File: config.mk
export PLATFORM = sky130hd
export DESIGN_NAME = mux16_rr_arbiter
export DESIGN_NICKNAME = d
export VERILOG_FILES = /design/src/rtl/mux16_rr_arbiter.sv
export SDC_FILE = /design/constraint.sdc
export NUM_CORES = 1
export LEC_CHECK = 0
export BUFFER_PORTS_ARGS = -buffer_cell sky130_fd_sc_hd__buf_2
export CELL_PAD_IN_SITES_DETAIL_PLACEMENT = 1
export CELL_PAD_IN_SITES_GLOBAL_PLACEMENT = 1
export CORE_MARGIN = 2
export CORE_UTILIZATION = 49
export CTS_CLUSTER_DIAMETER = 200
export DETAILED_ROUTE_END_ITERATION = 16
export PLACE_DENSITY_LB_ADDON = 0.12
export SYNTH_ARGS = -nofsm -noshare
export SYNTH_HDL_FRONTEND = slang
export SYNTH_SLANG_ARGS = --single-unit
export TNS_END_PERCENT = 100
File: constraint.sdc
create_clock -name clk -period 5.3 [get_ports clk]
set_input_delay 0.795 -clock clk [delete_from_list [all_inputs] [get_ports clk]]
set_output_delay 0.795 -clock clk [all_outputs]
set_load 0.02 [all_outputs]
File: src/rtl/mux16_rr_arbiter.sv
// Round-robin arbiter driving the select of a 16:1 one-bit mux, with one-hot grant and valid.
// Optional forced rotation after MAX_HOLD cycles is built only when ARB_TIMEOUT_EN is defined.
module mux16_rr_arbiter #(
    parameter int N        = 16,
    parameter int SEL_W    = 4,
    parameter int MAX_HOLD = 8
) (
    input  logic             clk,
    input  logic             rst_n,
    input  logic [N-1:0]     req,
    output logic [N-1:0]     gnt,
    output logic [SEL_W-1:0] sel,
    output logic             valid,
    output logic             preempt
);

    typedef enum logic {
        S_IDLE  = 1'b0,
        S_GRANT = 1'b1
    } state_t;

    generate
        if (N != 16 || SEL_W != 4) begin : g_bad_size
            $error("mux16_rr_arbiter: N must be 16 and SEL_W must be 4");
        end
        if (MAX_HOLD < 2 || MAX_HOLD > 255) begin : g_bad_hold
            $error("mux16_rr_arbiter: MAX_HOLD must be in 2..255");
        end
    endgenerate

    // Returns {found, index} of the first request at start, start+1, ... over span positions.
    function automatic logic [SEL_W:0] f_search(
        input logic [N-1:0]     r,
        input logic [SEL_W-1:0] start,
        input int               span
    );
        logic [SEL_W:0]   res;
        logic [SEL_W-1:0] idx;
        res = '0;
        for (int i = N - 1; i >= 0; i--) begin
            idx = start + SEL_W'(i);
            if (i < span && r[idx]) begin
                res = {1'b1, idx};
            end
        end
        return res;
    endfunction

    function automatic logic [N-1:0] f_onehot(input logic [SEL_W-1:0] idx);
        return {{(N-1){1'b0}}, 1'b1} << idx;
    endfunction

    state_t           r_state;
    logic [N-1:0]     r_gnt;
    logic [SEL_W-1:0] r_sel;
    logic             r_valid;
    logic [SEL_W-1:0] r_ptr;

    logic [SEL_W-1:0] w_next_ptr;
    logic [SEL_W:0]   w_idle_win;
    logic [SEL_W:0]   w_rot_win;
    logic             w_cur_req;

    assign w_next_ptr = r_sel + SEL_W'(1);
    assign w_cur_req  = req[r_sel];
    assign w_idle_win = f_search(req, r_ptr, N);
    // Scanning N-1 slots from sel+1 leaves the current holder out of the search.
    assign w_rot_win  = f_search(req, w_next_ptr, N - 1);

`ifdef ARB_TIMEOUT_EN
    logic [7:0] r_hold_cnt;
    logic       r_preempt;
    logic       w_timeout;

    assign w_timeout = (r_hold_cnt == 8'(MAX_HOLD - 1)) && w_rot_win[SEL_W];

    always_ff @(posedge clk) begin
        if (!rst_n) begin
            r_state    <= S_IDLE;
            r_gnt      <= '0;
            r_sel      <= '0;
            r_valid    <= 1'b0;
            r_ptr      <= '0;
            r_hold_cnt <= '0;
            r_preempt  <= 1'b0;
        end else begin
            r_preempt <= 1'b0;
            case (r_state)
                S_IDLE: begin
                    if (w_idle_win[SEL_W]) begin
                        r_state    <= S_GRANT;
                        r_sel      <= w_idle_win[SEL_W-1:0];
                        r_gnt      <= f_onehot(w_idle_win[SEL_W-1:0]);
                        r_valid    <= 1'b1;
                        r_hold_cnt <= '0;
                    end
                end
                S_GRANT: begin
                    if (!w_cur_req) begin
                        r_ptr <= w_next_ptr;
                        if (w_rot_win[SEL_W]) begin
                            r_sel      <= w_rot_win[SEL_W-1:0];
                            r_gnt      <= f_onehot(w_rot_win[SEL_W-1:0]);
                            r_hold_cnt <= '0;
                        end else begin
                            r_state <= S_IDLE;
                            r_gnt   <= '0;
                            r_valid <= 1'b0;
                        end
                    end else if (w_timeout) begin
                        r_ptr      <= w_next_ptr;
                        r_sel      <= w_rot_win[SEL_W-1:0];
                        r_gnt      <= f_onehot(w_rot_win[SEL_W-1:0]);
                        r_hold_cnt <= '0;
                        r_preempt  <= 1'b1;
                    end else if (r_hold_cnt != 8'hFF) begin
                        r_hold_cnt <= r_hold_cnt + 8'd1;
                    end
                end
                default: begin
                    r_state <= S_IDLE;
                    r_gnt   <= '0;
                    r_valid <= 1'b0;
                end
            endcase
        end
    end

    assign preempt = r_preempt;
`else
    always_ff @(posedge clk) begin
        if (!rst_n) begin
            r_state <= S_IDLE;
            r_gnt   <= '0;
            r_sel   <= '0;
            r_valid <= 1'b0;
            r_ptr   <= '0;
        end else begin
            case (r_state)
                S_IDLE: begin
                    if (w_idle_win[SEL_W]) begin
                        r_state <= S_GRANT;
                        r_sel   <= w_idle_win[SEL_W-1:0];
                        r_gnt   <= f_onehot(w_idle_win[SEL_W-1:0]);
                        r_valid <= 1'b1;
                    end
                end
                S_GRANT: begin
                    // A grant without timeout ends only when its requester lets go.
                    if (!w_cur_req) begin
                        r_ptr <= w_next_ptr;
                        if (w_rot_win[SEL_W]) begin
                            r_sel <= w_rot_win[SEL_W-1:0];
                            r_gnt <= f_onehot(w_rot_win[SEL_W-1:0]);
                        end else begin
                            r_state <= S_IDLE;
                            r_gnt   <= '0;
                            r_valid <= 1'b0;
                        end
                    end
                end
                default: begin
                    r_state <= S_IDLE;
                    r_gnt   <= '0;
                    r_valid <= 1'b0;
                end
            endcase
        end
    end

    assign preempt = 1'b0;
`endif

    assign gnt   = r_gnt;
    assign sel   = r_sel;
    assign valid = r_valid;

    a_gnt_onehot0 : assert property (@(posedge clk) $onehot0(r_gnt));
    a_sel_matches : assert property (@(posedge clk) r_valid |-> (r_gnt == f_onehot(r_sel)));
    a_idle_no_gnt : assert property (@(posedge clk) !r_valid |-> (r_gnt == '0));

endmodule

==> results of run 1 <==
==> through the flow <==
step | setup WS (ns) | utilization (%) | cells
final | 0.344 | 52.5 | 913
after global routing | 0.0602 | 52.5 | 913
after CTS | 0.464 | 52.5 | 913
after detailed placement | 0.477 | 51.8 | 909
after global placement | 0.608 | 51.8 | 909
after floorplan | 0.567 | - | 753
==> how the worst max path moves through the flow <==
| stage | slack, ns | end |
|---|---|---|
| after floorplan | 0.57 | gnt[13] |
| after global placement | 0.61 | gnt[1] |
| after detailed placement | 0.48 | gnt[11] |
| after CTS | 0.46 | gnt[3] |
| after global routing | 0.06 | gnt[3] |
| final | 0.34 | gnt[3] |
==> per-layer routing <==
layer	track usage, %	vias up	part of all wire [%]
li1	-	2958	-
met1	47.4	3388	42
met2	55.4	323	46
met3	3.00	61	7.5
met4	10.9	0	3.7
met5	0	-	0
==> cell usage in the layout (no fill, tap or decap), types with 4 or more instances in the layout <==
| cell | n |
|---|---|
| nor3_1 | 20 |
| buf_2 | 38 |
| nor3b_1 | 11 |
| a2111oi_0 | 7 |
| o21a_1 | 4 |
| and3_1 | 11 |
| o211ai_1 | 16 |
| and2_1 | 7 |
| mux4_2 | 45 |
| mux2i_1 | 64 |
| o31ai_1 | 5 |
| ha_1 | 10 |
| mux4_1 | 8 |
| nand2_1 | 55 |
| a21boi_0 | 7 |
| or4_1 | 4 |
| a31oi_1 | 14 |
| nor2b_1 | 6 |
| nand3_1 | 16 |
| nor4_1 | 5 |
| inv_1 | 14 |
| nand3b_1 | 17 |
| nor2_1 | 59 |
| o21ai_0 | 29 |
| a221oi_1 | 5 |
| o31a_1 | 8 |
| buf_4 | 18 |
| nand4_1 | 9 |
| dfxtp_1 | 25 |
| o2111ai_1 | 8 |
| a31o_2 | 4 |
| mux2_2 | 31 |
| o221ai_1 | 4 |
| a21oi_1 | 35 |
| a211oi_1 | 13 |
| xnor2_1 | 13 |
| a22oi_1 | 5 |
| nand2b_1 | 8 |
| and3b_1 | 5 |
==> flip-flops by register name, summed over array words and instances (netlist names) <==
signal	flops
gnt	16
r_ptr	4
r_state	1
sel	4
valid	1
==> cell type report <==
cell class	count	area [sq um]	area share, %
Clock buffer	4	88.8	1.34
Multi-Input combinational cell	638	5440	81.7
Inverter	17	63.8	0.959
Tap cell	172	215	3.23
Timing Repair Buffer	56	325	4.89
Sequential cell	26	522	7.84
==> cells by family after synthesis <==
kind of cell | after synthesis
buf+inv | 89
other cells | 1
fa+ha+maj | 10
xor+xnor | 19
mux | 151
compound gates | 204
flops | 26
simple gates | 253
==> tightest hold or removal path: cells and delay by family (launching register included) <==
kind / cells / cell delay, ns
DFF: 1 / 0.32
AOI/OAI and AO/OA: 2 / 0.16
==> run_summary.xml, run 1 <==
<?xml version="1.0" encoding="UTF-8"?>
<metrics>
  <group name="clocking">
    <metric name="max-clock-path-buffers" unit="">2</metric>
    <metric name="postCtsHoldBufs" unit="">0</metric>
    <metric name="cts_tree" unit="">done</metric>
    <metric name="cts-buffers-inserted" unit="">3</metric>
    <metric name="ctsRootBufferMaster" unit="">clkbuf_16</metric>
    <metric name="cts_resized" unit="">0</metric>
    <metric name="clock-sinks" unit="">26</metric>
    <metric name="clk_pin_slew" unit="ns">0.07</metric>
    <metric name="clock_latency" unit="ns">0.26</metric>
    <metric name="post-cts-setup-buffer-count" unit="">0</metric>
    <metric name="h_tree_level_count" unit="">1</metric>
  </group>
  <group name="timing">
    <metric name="final.setup_skew" unit="ns">0.00419</metric>
    <metric name="worst_hold_slack" unit="ns">0.529</metric>
    <metric name="max_slew_margin" unit="%">27.9</metric>
    <metric name="rsz0062_at_grt" unit="">false</metric>
    <metric name="tightest_slew" unit="ns">1.08</metric>
    <metric name="period_share" unit="%">93.5</metric>
    <metric name="final-max-slew-violation-count" unit="">0</metric>
    <metric name="timing_hold_violations_final" unit="">0</metric>
    <metric name="final_setup_violation_count" unit="">0</metric>
    <metric name="post-route-min-period" unit="ns">4.96</metric>
    <metric name="setup_tns_after_final_layout" unit="ns">0</metric>
    <metric name="fmaxAchievable" unit="GHz">0.202</metric>
  </group>
  <group name="synthesis">
    <metric name="synthesis.area" unit="sq um">6360</metric>
    <metric name="yosys.cell_count.top_type" unit="">mux2i_1</metric>
    <metric name="synth_area_leaders" unit="">mux4_2 (16%), mux2i_1 (10%), dfxtp_1 (8.2%), mux2_2 (5.5%), nor2_1 (3.5%)</metric>
    <metric name="synth_top_area_share" unit="%">15.9</metric>
    <metric name="synth-main-ff-cell" unit="">dfxtp_1</metric>
    <metric name="number_of_flops_mapped_to_enable_cells_by_yosys" unit="">0</metric>
    <metric name="synthMuxAreaShare" unit="%">35.4</metric>
    <metric name="net_count_synth" unit="">781</metric>
    <metric name="synth_compound_area_share" unit="%">23.1</metric>
    <metric name="synth.yosys.seq_area_share" unit="%">8.18</metric>
    <metric name="yosys_register_bits" unit="">26</metric>
    <metric name="synthAdderAreaFrac" unit="%">1.97</metric>
    <metric name="syn_area_per_cell" unit="sq um">8.45</metric>
    <metric name="synthDominantAreaCellType" unit="">mux4_2</metric>
    <metric name="post_synth_most_frequent_cells" unit="">mux2i_1 (64), nor2_1 (59), nand2_1 (55)</metric>
    <metric name="synth-xor-area-share" unit="%">3.42</metric>
    <metric name="synth_cells" unit="">753</metric>
    <metric name="synth_top_family_by_area" unit="">multiplexers</metric>
    <metric name="yosys.area_share.simple" unit="%">21.5</metric>
    <metric name="ys_async_sr_fraction" unit="%">0</metric>
    <metric name="synth_cell_type_count" unit="">85</metric>
    <metric name="synth.yosys.warnings" unit="">0</metric>
  </group>
  <group name="placement">
    <metric name="place.gp.congestion" unit="">1.06</metric>
    <metric name="place.port_buffers" unit="">38</metric>
    <metric name="hpwlAfterDp" unit="microns">18100</metric>
    <metric name="dpl-instance-area" unit="sq um">6560</metric>
  </group>
  <group name="grt">
    <metric name="grt_antenna_before_repair" unit="">0</metric>
    <metric name="gr-usage-all-layers" unit="%">33.9</metric>
    <metric name="vias_in_the_first_global_route" unit="">6682</metric>
    <metric name="grt_pass1_wl" unit="microns">38200</metric>
    <metric name="grt_max_degree" unit="">62</metric>
    <metric name="globalRoute.totalOverflow" unit="">0</metric>
  </group>
  <group name="critical_path">
    <metric name="cp.depth" unit="">15</metric>
    <metric name="critical_path.n_buffers_inverters" unit="">2</metric>
    <metric name="criticalPathCategory" unit="">reg -&gt; reg</metric>
    <metric name="cpMaxStageDelayCell" unit="">nor2_1</metric>
    <metric name="rrSetupSlack" unit="ns">0.34</metric>
    <metric name="r2r_end" unit="">gnt[3]</metric>
    <metric name="critical_path.cell_chain" unit="">ha_1, xnor2_4, inv_1, buf_4, ha_1, mux2i_1, xnor2_1, mux4_2, nor2b_1, a21oi_1, a21oi_1, o31ai_1, nor2_1, nor3b_1, o31a_1</metric>
    <metric name="worst_r2r_startpoint" unit="">sel[0]</metric>
    <metric name="crit_start" unit="">sel[0]</metric>
    <metric name="worst-endpoint-arrival" unit="ns">5.10</metric>
    <metric name="timing.critical_path.fanout_max" unit="">18</metric>
    <metric name="worstPathRequired" unit="ns">5.45</metric>
    <metric name="max_stage_delay" unit="ns">0.77</metric>
    <metric name="timing.reg2reg.worst_path_depth" unit="">15</metric>
    <metric name="startpoint_type_of_the_worst_setup_path" unit="">flop</metric>
    <metric name="crit_family" unit="">simple AND/OR/NAND/NOR gates</metric>
    <metric name="setup.worst_path.end_class" unit="">flop</metric>
  </group>
  <group name="worst_hold_path">
    <metric name="holdCritStartpoint" unit="">valid</metric>
    <metric name="class_of_the_most_critical_hold_timing_path" unit="">reg -&gt; reg</metric>
    <metric name="hold_end" unit="">valid</metric>
    <metric name="hold_depth" unit="">2</metric>
  </group>
  <group name="detailed_routing">
    <metric name="avgRoutedWirePerCell" unit="microns">26.3</metric>
    <metric name="avgViaCountPerCell" unit="">7.37</metric>
    <metric name="drcViolationCount" unit="">0</metric>
    <metric name="drt_pass1_iterations" unit="">5</metric>
    <metric name="drtAntennaViolNets" unit="">0</metric>
    <metric name="drt_iter0_markers" unit="">592</metric>
    <metric name="finalWirelength" unit="microns">24000</metric>
    <metric name="via_count" unit="">6730</metric>
  </group>
  <group name="floorplan">
    <metric name="die-width" unit="microns">118</metric>
    <metric name="boundaryPins" unit="">40</metric>
    <metric name="die_area" unit="sq um">13900</metric>
    <metric name="start_util" unit="%">50.2</metric>
    <metric name="row_count" unit="">41</metric>
    <metric name="core_area" unit="sq um">12700</metric>
    <metric name="die_height" unit="microns">118</metric>
  </group>
  <group name="layout">
    <metric name="fill_cells" unit="">1556</metric>
    <metric name="post_route_cells_drive_above_1_share" unit="%">21.7</metric>
    <metric name="final_nets" unit="">770</metric>
    <metric name="flow.area_growth_from_synthesis" unit="%">4.54</metric>
    <metric name="design_area" unit="sq um">6650</metric>
    <metric name="antenna-diode-count" unit="">0</metric>
  </group>
  <group name="job">
    <metric name="timing.max_cap.violations" unit="">0</metric>
  </group>
  <group name="outcome">
    <metric name="run_status" unit="">finished, final reports clean</metric>
  </group>
</metrics>
Power of run 1 is not shown: default switching activity piles up to over one toggle a cycle in this logic, so the estimate is an artifact.
==> inputs of run 2 (changes only) <==
--- a/config.mk
+++ b/config.mk
@@ -5,11 +5,12 @@
 export SDC_FILE = /design/constraint.sdc
 export NUM_CORES = 1
 export LEC_CHECK = 0
+export ABC_AREA = 1
 export BUFFER_PORTS_ARGS = -buffer_cell sky130_fd_sc_hd__buf_2
 export CELL_PAD_IN_SITES_DETAIL_PLACEMENT = 1
 export CELL_PAD_IN_SITES_GLOBAL_PLACEMENT = 1
 export CORE_MARGIN = 2
-export CORE_UTILIZATION = 49
+export CORE_UTILIZATION = 42
 export CTS_CLUSTER_DIAMETER = 200
 export DETAILED_ROUTE_END_ITERATION = 16
 export PLACE_DENSITY_LB_ADDON = 0.12
==> run 2 against run 1 <==
Global-route usage shrank 6.5 points. Clock skew fell by 0.0013 ns. Critical path depth grew 8. Fmax rose by 15%. Final area fell by 19%. Non-clock buffer count fell by 13. Critical endpoint is now gnt[14].
==> run_summary.xml, run 2 <==
<?xml version="1.0" encoding="UTF-8"?>
<metrics>
  <group name="outcome">
    <metric name="run_status" unit="">finished, final reports clean</metric>
  </group>
  <group name="synthesis">
    <metric name="yosys_register_bits" unit="">26</metric>
    <metric name="synth_cells" unit="">970</metric>
    <metric name="synthesis.area" unit="sq um">5190</metric>
    <metric name="synth.yosys.seq_area_share" unit="%">10.0</metric>
    <metric name="yosys.cell_count.top_type" unit="">nand2_1</metric>
    <metric name="synthDominantAreaCellType" unit="">nand2_1</metric>
    <metric name="net_count_synth" unit="">998</metric>
    <metric name="synth-main-ff-cell" unit="">dfxtp_1</metric>
    <metric name="synth_area_leaders" unit="">nand2_1 (28%), nand3_1 (15%), dfxtp_1 (10%), a21oi_1 (7.6%), inv_1 (5.9%)</metric>
    <metric name="syn_area_per_cell" unit="sq um">5.35</metric>
    <metric name="synth_cell_type_count" unit="">44</metric>
    <metric name="synth_top_area_share" unit="%">28.3</metric>
    <metric name="number_of_flops_mapped_to_enable_cells_by_yosys" unit="">0</metric>
    <metric name="ys_async_sr_fraction" unit="%">0</metric>
    <metric name="post_synth_most_frequent_cells" unit="">nand2_1 (392), nand3_1 (152), inv_1 (82)</metric>
    <metric name="synth.yosys.warnings" unit="">0</metric>
  </group>
  <group name="placement">
    <metric name="hpwlAfterDp" unit="microns">14400</metric>
    <metric name="place.port_buffers" unit="">38</metric>
    <metric name="place.gp.congestion" unit="">0.951</metric>
  </group>
  <group name="critical_path">
    <metric name="setup.worst_path.end_class" unit="">flop</metric>
    <metric name="timing.reg2reg.worst_path_depth" unit="">23</metric>
    <metric name="startpoint_type_of_the_worst_setup_path" unit="">flop</metric>
    <metric name="worst_r2r_startpoint" unit="">r_ptr[1]</metric>
    <metric name="critical_path.cell_chain" unit="">inv_1, ha_1, inv_1, nand3_1, nand3_1, nand2_1, nand2_1, nand2_2, inv_2, nand4_1, nor3_1, nand4_1, nor2_1, nand4_1, nor2_1, nand4_1, nor2_2, nor2_2, buf_4, nor2_1, nor2_1, nand2_1, inv_1</metric>
    <metric name="worst-endpoint-arrival" unit="ns">4.48</metric>
    <metric name="cpMaxStageDelayCell" unit="">dfxtp_1</metric>
    <metric name="r2r_end" unit="">gnt[14]</metric>
    <metric name="rrSetupSlack" unit="ns">0.98</metric>
    <metric name="timing.critical_path.fanout_max" unit="">32</metric>
    <metric name="max_stage_delay" unit="ns">0.72</metric>
    <metric name="criticalPathCategory" unit="">reg -&gt; reg</metric>
    <metric name="worstPathRequired" unit="ns">5.46</metric>
  </group>
  <group name="layout">
    <metric name="antenna-diode-count" unit="">0</metric>
    <metric name="flow.area_growth_from_synthesis" unit="%">4.34</metric>
    <metric name="final-seq-area" unit="sq um">520</metric>
    <metric name="fill_cells" unit="">1805</metric>
    <metric name="final_nets" unit="">1012</metric>
    <metric name="leading_cell_types_in_the_layout_fill_and_taps_excluded" unit="">nand2_1 (392), nand3_1 (152), inv_1 (82)</metric>
    <metric name="largest_register_ffs" unit="">16</metric>
    <metric name="layout.core_utilization" unit="%">44.9</metric>
    <metric name="layout_commonest_cell" unit="">nand2_1</metric>
    <metric name="post_route_cells_drive_above_1_share" unit="%">13.3</metric>
    <metric name="multi_input_area" unit="sq um">3970</metric>
  </group>
  <group name="timing">
    <metric name="timing_hold_violations_final" unit="">0</metric>
    <metric name="tightest_slew" unit="ns">0.799</metric>
    <metric name="final_setup_violation_count" unit="">0</metric>
    <metric name="final-max-slew-violation-count" unit="">0</metric>
    <metric name="rsz0062_at_grt" unit="">false</metric>
    <metric name="post-route-min-period" unit="ns">4.32</metric>
    <metric name="max_slew_margin" unit="%">46.7</metric>
    <metric name="final.setup_skew" unit="ns">0.00287</metric>
    <metric name="period_share" unit="%">81.5</metric>
    <metric name="fmaxAchievable" unit="GHz">0.232</metric>
    <metric name="setup_tns_after_final_layout" unit="ns">0</metric>
  </group>
  <group name="worst_hold_path">
    <metric name="holdCritStartpoint" unit="">valid</metric>
    <metric name="class_of_the_most_critical_hold_timing_path" unit="">reg -&gt; reg</metric>
    <metric name="hold_end" unit="">valid</metric>
    <metric name="hold_depth" unit="">2</metric>
  </group>
  <group name="detailed_routing">
    <metric name="drt_pass1_iterations" unit="">5</metric>
    <metric name="drt_iter0_markers" unit="">361</metric>
    <metric name="avgViaCountPerCell" unit="">5.40</metric>
    <metric name="drtAntennaViolNets" unit="">0</metric>
    <metric name="drcViolationCount" unit="">0</metric>
    <metric name="finalWirelength" unit="microns">18200</metric>
    <metric name="avgRoutedWirePerCell" unit="microns">15.8</metric>
    <metric name="via_count" unit="">6221</metric>
  </group>
  <group name="floorplan">
    <metric name="boundaryPins" unit="">40</metric>
    <metric name="die_area" unit="sq um">13300</metric>
    <metric name="start_util" unit="%">43.0</metric>
    <metric name="die-width" unit="microns">115</metric>
    <metric name="core_area" unit="sq um">12100</metric>
    <metric name="row_count" unit="">40</metric>
    <metric name="die_height" unit="microns">115</metric>
  </group>
  <group name="grt">
    <metric name="grt_max_degree" unit="">33</metric>
    <metric name="gr-usage-all-layers" unit="%">27.5</metric>
    <metric name="grt_antenna_before_repair" unit="">0</metric>
    <metric name="vias_in_the_first_global_route" unit="">5976</metric>
    <metric name="grt_pass1_wl" unit="microns">29500</metric>
    <metric name="globalRoute.totalOverflow" unit="">0</metric>
  </group>
  <group name="clocking">
    <metric name="cts-buffers-inserted" unit="">3</metric>
    <metric name="max-clock-path-buffers" unit="">2</metric>
    <metric name="clock-sinks" unit="">26</metric>
    <metric name="cts_tree" unit="">done</metric>
    <metric name="ctsRootBufferMaster" unit="">clkbuf_16</metric>
    <metric name="postCtsHoldBufs" unit="">0</metric>
    <metric name="h_tree_level_count" unit="">1</metric>
    <metric name="cts_resized" unit="">0</metric>
    <metric name="post-cts-setup-buffer-count" unit="">0</metric>
    <metric name="clock_latency" unit="ns">0.26</metric>
    <metric name="clk_pin_slew" unit="ns">0.07</metric>
  </group>
  <group name="job">
    <metric name="timing.max_cap.violations" unit="">0</metric>
  </group>
</metrics>
-- run 2: layout make-up --
type | instances | share of cell area (%)
clock buffer | 3 | 1.39
clock inverter | 1 | 0.554
sequential | 26 | 9.61
multi-input combinational | 811 | 73.3
tap | 168 | 3.88
inverter | 99 | 7.04
timing repair buffer | 43 | 4.20
-- run 2: how the worst max path moves through the flow --
stage | from | slack [ns] | to | cells after the start
floorplan | sel[1] | 2.28 | gnt[10] | 27
global placement | r_ptr[1] | 1.08 | gnt[1] | 23
detailed placement | r_ptr[1] | 1.06 | gnt[6] | 23
CTS | r_ptr[1] | 1.03 | gnt[6] | 23
global route | r_ptr[1] | 0.64 | gnt[13] | 23
finish | r_ptr[1] | 0.98 | gnt[14] | 23
-- run 2: layer usage --
| metal | part of all wire (%) | GRT usage [%] |
|---|---|---|
| met4 | 1.2 | 3.86 |
| met5 | 0 | 0 |
| met3 | 4.1 | 2.69 |
| met2 | 49 | 49.9 |
| met1 | 46 | 36.0 |
-- run 2: worst max-delay path: cells and delay by family, from the launching register on --
kind / cells / cell delay [ns]
DFF: 1 / 0.72
buffers and inverters: 5 / 1.03
adders and majority gates: 1 / 0.51
and+or+nand+nor: 17 / 1.92
-- run 2: kinds of logic after synthesis --
logic type      count (synthesis)  synth area share (%)
fa+ha+maj                      10                  2.41
flops                          26                  10.0
compound gates                113                  12.4
xor+xnor                       12                  3.47
buf+inv                       133                  13.5
other cells                     1                0.0722
simple gates                  675                  58.1
-- run 2: metrics by stage --
stage / worst slack (ns) / hold WS, ns / cells / area, sq um
2_1_floorplan: 2.28 / 0.545 / 970 / 5190
3_3_place_gp: 1.08 / 0.500 / 1147 / 5310
3_5_place_dp: 1.06 / 0.499 / 1147 / 5310
4_1_cts: 1.03 / 0.509 / 1151 / 5420
5_1_grt: 0.636 / 0.531 / 1151 / 5420
6_report: 0.981 / 0.513 / 1151 / 5420
Power of run 2 is left out for the same reason.
